**config.mk**
```make
export PLATFORM = sky130hd
export DESIGN_NAME = alu_cmd_driver
export DESIGN_NICKNAME = d
export VERILOG_FILES = /design/src/rtl/alu_cmd_driver.sv
export SDC_FILE = /design/constraint.sdc
export NUM_CORES = 1
export LEC_CHECK = 0
export ABC_CLOCK_PERIOD_IN_PS = 1900
export BUFFER_PORTS_ARGS = -buffer_cell sky130_fd_sc_hd__buf_2
export CAP_MARGIN = 5
export CORE_MARGIN = 1
export CORE_UTILIZATION = 48
export CTS_CLUSTER_SIZE = 25
export DETAILED_ROUTE_END_ITERATION = 7
export GPL_ROUTABILITY_DRIVEN = 0
export MAX_ROUTING_LAYER = met4
export PLACE_DENSITY = 0.79
export SLEW_MARGIN = 10
export SYNTH_ARGS = -nofsm -noshare
export SYNTH_HDL_FRONTEND = slang
export SYNTH_SLANG_ARGS = --single-unit
```
**constraint.sdc**
```tcl
create_clock -name clk -period 1.9 [get_ports clk]
set_input_delay 0.19 -clock clk [delete_from_list [all_inputs] [get_ports clk]]
set_output_delay 0.19 -clock clk [all_outputs]
set_load 0.02 [all_outputs]
```
**src/rtl/alu_cmd_driver.sv**
```systemverilog
// Initiator for the registered 4-bit ALU: takes one request, waits out the ALU latency,
// returns the tagged result. Define ALU_CHECK_EN to add the golden-model self-check.
module alu_cmd_driver #(
   parameter int ALU_LAT = 1,
   parameter int TAG_W   = 4
) (
   input  logic             clk,
   input  logic             reset_n,
   input  logic             req_valid,
   output logic             req_ready,
   input  logic [1:0]       req_opcode,
   input  logic [3:0]       req_a,
   input  logic [3:0]       req_b,
   output logic [1:0]       alu_opcode,
   output logic [3:0]       alu_a,
   output logic [3:0]       alu_b,
   input  logic [4:0]       alu_c,
   output logic             rsp_valid,
   input  logic             rsp_ready,
   output logic [4:0]       rsp_c,
   output logic [1:0]       rsp_opcode,
   output logic [TAG_W-1:0] rsp_tag,
   output logic             rsp_err,
   output logic [7:0]       err_cnt
);

   typedef enum logic [1:0] {IDLE, EXEC, CAPT, RESP} state_t;

   state_t           state_q, state_d;
   logic [2:0]       wait_q, wait_d;
   logic [TAG_W-1:0] tag_q, tag_d;
   logic [1:0]       alu_op_q, alu_op_d;
   logic [3:0]       alu_a_q, alu_a_d;
   logic [3:0]       alu_b_q, alu_b_d;
   logic [4:0]       rsp_c_q, rsp_c_d;
   logic [1:0]       rsp_op_q, rsp_op_d;
   logic [TAG_W-1:0] rsp_tag_q, rsp_tag_d;

   always_comb begin
      state_d   = state_q;
      wait_d    = wait_q;
      tag_d     = tag_q;
      alu_op_d  = alu_op_q;
      alu_a_d   = alu_a_q;
      alu_b_d   = alu_b_q;
      rsp_c_d   = rsp_c_q;
      rsp_op_d  = rsp_op_q;
      rsp_tag_d = rsp_tag_q;
      case (state_q)
         IDLE: begin
            if (req_valid) begin
               alu_op_d = req_opcode;
               alu_a_d  = req_a;
               alu_b_d  = req_b;
               rsp_op_d = req_opcode;
               wait_d   = 3'(ALU_LAT);
               state_d  = EXEC;
            end
         end
         EXEC: begin
            // Dwell exactly ALU_LAT edges so alu_c is settled on entry to CAPT.
            wait_d = wait_q - 3'd1;
            if (wait_q == 3'd1) begin
               state_d = CAPT;
            end
         end
         CAPT: begin
            rsp_c_d   = alu_c;
            rsp_tag_d = tag_q;
            state_d   = RESP;
         end
         RESP: begin
            if (rsp_ready) begin
               tag_d   = tag_q + 1'b1;
               state_d = IDLE;
            end
         end
         default: state_d = IDLE;
      endcase
   end

   always_ff @(posedge clk or negedge reset_n) begin
      if (!reset_n) begin
         state_q   <= IDLE;
         wait_q    <= '0;
         tag_q     <= '0;
         alu_op_q  <= '0;
         alu_a_q   <= '0;
         alu_b_q   <= '0;
         rsp_c_q   <= '0;
         rsp_op_q  <= '0;
         rsp_tag_q <= '0;
      end else begin
         state_q   <= state_d;
         wait_q    <= wait_d;
         tag_q     <= tag_d;
         alu_op_q  <= alu_op_d;
         alu_a_q   <= alu_a_d;
         alu_b_q   <= alu_b_d;
         rsp_c_q   <= rsp_c_d;
         rsp_op_q  <= rsp_op_d;
         rsp_tag_q <= rsp_tag_d;
      end
   end

   // Gated with reset_n so every output reads 0 while reset is asserted.
   assign req_ready  = reset_n && (state_q == IDLE);
   assign rsp_valid  = (state_q == RESP);
   assign alu_opcode = alu_op_q;
   assign alu_a      = alu_a_q;
   assign alu_b      = alu_b_q;
   assign rsp_c      = rsp_c_q;
   assign rsp_opcode = rsp_op_q;
   assign rsp_tag    = rsp_tag_q;

`ifdef ALU_CHECK_EN
   logic [4:0] exp_c;
   logic       rsp_err_q, rsp_err_d;
   logic [7:0] err_cnt_q, err_cnt_d;

   always_comb begin
      case (alu_op_q)
         2'b00:   exp_c = {alu_a_q[3], alu_a_q} + {alu_b_q[3], alu_b_q};
         2'b01:   exp_c = {alu_a_q[3], alu_a_q} - {alu_b_q[3], alu_b_q};
         2'b10:   exp_c = ~{alu_a_q[3], alu_a_q};
         default: exp_c = {4'b0000, |alu_b_q};
      endcase
   end

   always_comb begin
      rsp_err_d = rsp_err_q;
      err_cnt_d = err_cnt_q;
      if (state_q == CAPT) begin
         rsp_err_d = (alu_c != exp_c);
      end
      if ((state_q == RESP) && rsp_ready && rsp_err_q && (err_cnt_q != 8'hFF)) begin
         err_cnt_d = err_cnt_q + 8'd1;
      end
   end

   always_ff @(posedge clk or negedge reset_n) begin
      if (!reset_n) begin
         rsp_err_q <= 1'b0;
         err_cnt_q <= 8'd0;
      end else begin
         rsp_err_q <= rsp_err_d;
         err_cnt_q <= err_cnt_d;
      end
   end

   assign rsp_err = rsp_err_q;
   assign err_cnt = err_cnt_q;
`else
   assign rsp_err = 1'b0;
   assign err_cnt = 8'd0;
`endif

endmodule

```
==> results.tsv, run 1 <==
stage	metric	value	unit
clock_tree	clock-root-buffer	clkbuf_4	
floorplanning	rows	18	
clock_tree	clockBufferDepth	2	
grt	grt_usage	17.1	%
place	numPlacedInstances	167	
synth	ys_async_sr_fraction	100	%
hold_path	hold_depth	2	
synth	synth_area_leader_cell	dfrtp_1	
synth	synthesis.area	0.00133	mm^2
floorplanning	dieWidth	54.7	um
floorplanning	die_area	0.00299	mm^2
finish	fin_nets	170	
grt	antenna_found_initial	0	
power	power.density	1830	mW/mm^2
clock_tree	post_cts_buffers	0	
route	wl	2.17	mm
synth	postSynthCellCount	99	
outcome	status	finished, final reports clean	
sta	tns	0	ns
sta	drv_slew	0	
place	pre_cts_ws	0.273	ns
sta	rsz0062_at_grt	no	
finish	fill_cells	210	
clock_tree	clk_pin_slew	0.16	ns
place	dpl-instance-area	0.00153	mm^2
clock_tree	ctsHoldBuffers	1	
grt	grt_max_degree	29	
floorplanning	start_util	52.4	%
synth	synth-seq-cells	28	
synth	synth_top_cells_by_count	28 x dfrtp_1, 17 x mux2_2, 11 x buf_4	
place	io_buffers	41	
finish	fin_area	0.00159	mm^2
route	ant_nets	0	
sta	hold_viol_final	0	
finish	final_cells	172	
synth	synth.area.top_cells	dfrtp_1 53%, mux2_2 14%, ha_1 7.5%	
route	drtIter0Drc	4	
sta	period_share	85.8	%
route	drc	0	
grt	grt_pass1_vias	849	
clock_tree	cts_made_buffers	3	
power	ir_drop	1040	uV
hold_path	hold_class	input port to flip-flop	
worst_setup_path	start_kind	flip-flop	
sta	finalSetupViolations	0	
power	p_leak	0.817	nW
worst_setup_path	cp-end-kind	output port	
place	dpl.hpwl	1.67	mm
synth	synthFlopType	dfrtp_1	
floorplanning	die_h	54.7	um
clock_tree	clock_latency	0.33	ns
sta	period_needed	1.63	ns
synth	synth.top_cell.area_share	52.5	%
finish	diodes	0	
synth	synth_most_common_cell	dfrtp_1	
synth	synth.distinct_cells	26	
synth	syn_area_per_cell	13.5	um^2
sta	fmax	0.613	GHz
worst_setup_path	cp.arrival	1.44	ns
grt	grt-ovfl-total	0	
sta	setup_ws	0.270	ns
clock_tree	cts_resized	0	
worst_setup_path	cp.required	1.71	ns
clock_tree	cts_tree	done	
finish	ff_latch_area	701	um^2
synth	yosysWarnings	0	
finish	area_delta_synth_final	19.1	%
grt	grt_pass1_wl	3.42	mm
worst_setup_path	cp_max_fo	4	
finish	drive_above_1_share	47.9	%
floorplanning	core_area	0.00254	mm^2
synth	synth_edf_count	0	
sta	skew	0.00786	ns
floorplanning	ios	51	
synth	ys_seq_area_share	52.5	%
clock_tree	cts_sinks	28	
worst_setup_path	critPathKind	flip-flop to output port	
finish	multi_input_area	557	um^2
route	viasPerCell	4.92	
route	dr.pass1.iters	3	
route	vias	846	
power	power	2.91	mW
route	wl_per_cell	12.6	um
clock_tree	cts_max_level	1	
worst_setup_path	r2r_cells	5	
flow_run	maxCapViolCount	0	
-- where the power goes --
part,leakage [nW],internal (mW),switching [mW]
logic,0.453,0.666,0.781
clock network,0.0279,0.213,0.178
registers,0.336,0.895,0.177
total,0.817,1.77,1.14
-- metal layers --
layer,track usage (%),part of all wire (%),up-vias
li1,-,-,400
met1,17.4,41,407
met2,30.9,52,35
met3,2.78,5.9,4
met4,8.97,1.7,0
met5,-,0,-
-- area by class of cell --
cell class,count,area share [%]
sequential,28,44.1
clock inverter,1,1.89
multi-input combinational,62,35.0
clock buffer,3,1.42
tap,30,2.36
timing repair buffer,43,14.0
inverter,5,1.18
-- path summary, 6_finish.rpt --
check,from,to,slack (ns)
max,state_q[0]$_DFFE_PN0P_,req_ready,0.27
min,req_b[0],alu_b[0]$_DFFE_PN0P_,0.06
max reg2reg,state_q[0]$_DFFE_PN0P_,state_q[1]$_DFFE_PN0P_,0.27
min reg2reg,tag_q[3]$_DFFE_PN0P_,tag_q[3]$_DFFE_PN0P_,0.50
max in group asynchronous,reset_n,alu_a[1]$_DFFE_PN0P_,1.25
min in group asynchronous,reset_n,rsp_c[0]$_DFFE_PN0N_,0.39
-- metrics by stage --
step | hold WS (ns) | util, %
after global placement | 0.230 | 60.0
after global routing | 0.0440 | 62.4
after CTS | 0.0464 | 62.4
after detailed placement | 0.237 | 60.0
final | 0.0571 | 62.4
after floorplan | -0.106 | -
-- critical path, stage by stage, from the launching register on --
cell and delay (ns):
dfrtp_1 0.43, inv_1 0.14, ha_1 0.24, and2_1 0.14, buf_2 0.16
-- sequential cells by signal, indices dropped and copies added, names as in the netlist --
name,count
alu_a,4
alu_b,4
rsp_c,5
rsp_opcode,2
rsp_tag,4
state_q,2
tag_q,4
wait_q,3
-- logic make-up (layout without fill, tap and decap cells) --
logic type | after synthesis | after routing | share of synthesized area, %
buffers and inverters | 17 | 52 | 7.97
xor gates and xnor gates | 3 | 3 | 1.97
DFF | 28 | 28 | 52.5
AOI/OAI and AO/OA | 5 | 5 | 3.94
adders and majority gates | 8 | 8 | 7.50
and+or+nand+nor | 14 | 14 | 6.29
muxes | 23 | 23 | 19.5
other | 1 | 9 | 0.281
-- placed cells by master, fill, tap and decap left out, drive strengths merged --
master	n
buf	42
dfrtp	28
mux2	21
conb	9
ha	8
inv	5
nor2	3
clkbuf	3
nand2b	3
nand2	3
mux2i	2
nand3	2
xnor2	2
o21ai	2
and2	1
nor2b	1
a221oi	1
or2b	1
a22o	1
xor2	1
a21o	1
bufinv	1
dlygate4sd3	1
(Power assumes the default switching activity.)
==> inputs of run 2 (changes only) <==
--- a/config.mk
+++ b/config.mk
@@ -15,6 +15,7 @@
 export GPL_ROUTABILITY_DRIVEN = 0
 export MAX_ROUTING_LAYER = met4
 export PLACE_DENSITY = 0.79
+export RECOVER_POWER = 100
 export SLEW_MARGIN = 10
 export SYNTH_ARGS = -nofsm -noshare
 export SYNTH_HDL_FRONTEND = slang
==> constraint.sdc (replaced) <==
create_clock -name clk -period 1.9 [get_ports clk]
set_input_delay 0.19 -clock clk [delete_from_list [all_inputs] [get_ports clk]]
set_output_delay 0.19 -clock clk [all_outputs]
set_load 0.05 [all_outputs]
==> results.tsv, run 2 (synthesized netlist as in run 1, its figures left out) <==
stage	metric	value	unit	change
outcome	status	finished, final reports clean		
sta	fmax	0.576	GHz	-6.1%
worst_setup_path	cp_max_fo	4		unchanged
sta	period_needed	1.74	ns	+0.106 ns
finish	area_delta_synth_final	16.2	%	
place	io_buffers	41		unchanged
worst_setup_path	cp-end-kind	output port		
hold_path	hold_class	input port to flip-flop		
finish	final_cell_mix	28 x dfrtp_1, 22 x clkbuf_1, 17 x mux2_2, 17 x buf_2, 9 x conb_1		
floorplanning	ios	51		unchanged
worst_setup_path	cp.arrival	1.55	ns	+0.11 ns
sta	period_share	91.4	%	+5.6 points
hold_path	hold_depth	2		unchanged
worst_setup_path	cp.required	1.71	ns	about the same
sta	drv_slew	0		unchanged
finish	final_common_cell	dfrtp_1		
route	drc	0		unchanged
hold_path	hold_start	req_b[0]		
sta	hold_viol_final	0		unchanged
clock_tree	cts_max_level	1		unchanged
sta	tns	0	ns	unchanged
route	ant_nets	0		unchanged
worst_setup_path	timing.rr.start	state_q[0]$_DFFE_PN0P_		
worst_setup_path	start_kind	flip-flop		
clock_tree	cts_tree	done		
worst_setup_path	critPathKind	flip-flop to output port		
floorplanning	rows	18		unchanged
clock_tree	clk_pin_slew	0.16	ns	about the same
route	vias	847		+0.12%
route	wl_per_cell	12.6	um	-0.55%
finish	fin_nets	170		unchanged
clock_tree	clock_latency	0.33	ns	about the same
flow_run	maxCapViolCount	0		unchanged
grt	antenna_found_initial	0		unchanged
clock_tree	cts_made_buffers	3		unchanged
sta	slew_headroom	54.8	%	
sta	finalSetupViolations	0		unchanged
floorplanning	die_h	54.7	um	unchanged
route	dr.pass1.iters	2		-1
floorplanning	start_util	52.4	%	unchanged
grt	grt_max_degree	29		unchanged
hold_path	hold_end	alu_b[0]$_DFFE_PN0P_		
worst_setup_path	r2r_setup_slack	0.26	ns	about the same
finish	diodes	0		unchanged
worst_setup_path	r2r-end	state_q[1]$_DFFE_PN0P_		
finish	post-route-util	60.9	%	-1.5 points
clock_tree	clockBufferDepth	2		unchanged
worst_setup_path	r2r_cells	5		unchanged
grt	grt_usage	17.1	%	unchanged
floorplanning	die_area	0.00299	mm^2	unchanged
finish	drive_above_1_share	30.3	%	-18 points
route	wl	2.16	mm	-0.55%
sta	skew	0.00684	ns	-0.00102 ns
clock_tree	cts_sinks	28		unchanged
place	dpl.hpwl	1.67	mm	unchanged
clock_tree	cts_resized	0		unchanged
worst_setup_path	critPathLaunch	state_q[0]$_DFFE_PN0P_		
sta	rsz0062_at_grt	no		
grt	grt_pass1_wl	3.42	mm	unchanged
grt	grt_pass1_vias	849		unchanged
clock_tree	clock-root-buffer	clkbuf_4		
grt	grt-ovfl-total	0		unchanged
floorplanning	dieWidth	54.7	um	unchanged
finish	largest_reg_flops	5		unchanged
sta	worst_slew_pin_slew	0.678	ns	
route	drtIter0Drc	1		-3
floorplanning	core_area	0.00254	mm^2	unchanged
route	viasPerCell	4.92		+0.12%
-- run 2: cell count changes in the layout (fill, tap and decap cells not counted), sizes merged --
cell / delta
buf: -25
clkbuf: +25
-- run 2: final cells by class --
type,instances,area (um^2)
tap,30,37.5
multi-input combinational,62,548
sequential,28,701
inverter,5,18.8
clock buffer,3,22.5
clock inverter,1,30.0
timing repair buffer,43,193
fill,220,995
-- run 2: through the flow --
stage / std cells / setup WS (ns) / hold slack (ns) / area, um^2
after floorplan: 107 / 0.274 / -0.106 / 1360
after global placement: 167 / 0.360 / 0.230 / 1530
after detailed placement: 167 / 0.273 / 0.237 / 1530
after CTS: 172 / 0.145 / 0.0464 / 1590
after global routing: 172 / 0.0596 / 0.0440 / 1550
final: 172 / 0.164 / 0.0557 / 1550
-- run 2: how the worst max path moves through the flow --
stage,to,slack [ns],cells past startpoint
after global placement,state_q[1]$_DFFE_PN0P_,0.36,5
final,req_ready,0.16,4
after global routing,req_ready,0.06,4
after detailed placement,state_q[1]$_DFFE_PN0P_,0.27,5
after floorplan,state_q[1]$_DFFE_PN0P_,0.27,3
after CTS,req_ready,0.15,4
-- run 2: worst max-delay path, stage by stage, from the launching register on --
cell and delay [ns]:
dfrtp_1 0.43, inv_1 0.14, ha_1 0.23, and2_1 0.14, clkbuf_2 0.27
-- run 2: repair_timing --
| item | 4_1_cts | 5_1_grt |
|---|---|---|
| hold endpoints to repair | 28 | 0 |
| buffers inserted | 0 | 0 |
| hold buffers | 1 | 0 |
-- run 2: layer usage --
layer / vias to the layer above / track usage (%) / wire (um) / part of all wire (%)
li1: 398 / - / - / -
met1: 410 / 17.4 / 849 / 39
met2: 35 / 30.9 / 1130 / 52
met3: 4 / 2.78 / 138 / 6.4
met4: 0 / 8.97 / 38 / 1.8
met5: - / - / 0 / 0
Power of run 2 is left out: the tool's default activity adds up to more than one toggle a clock period on the data nets, which glitch-free logic cannot reach.
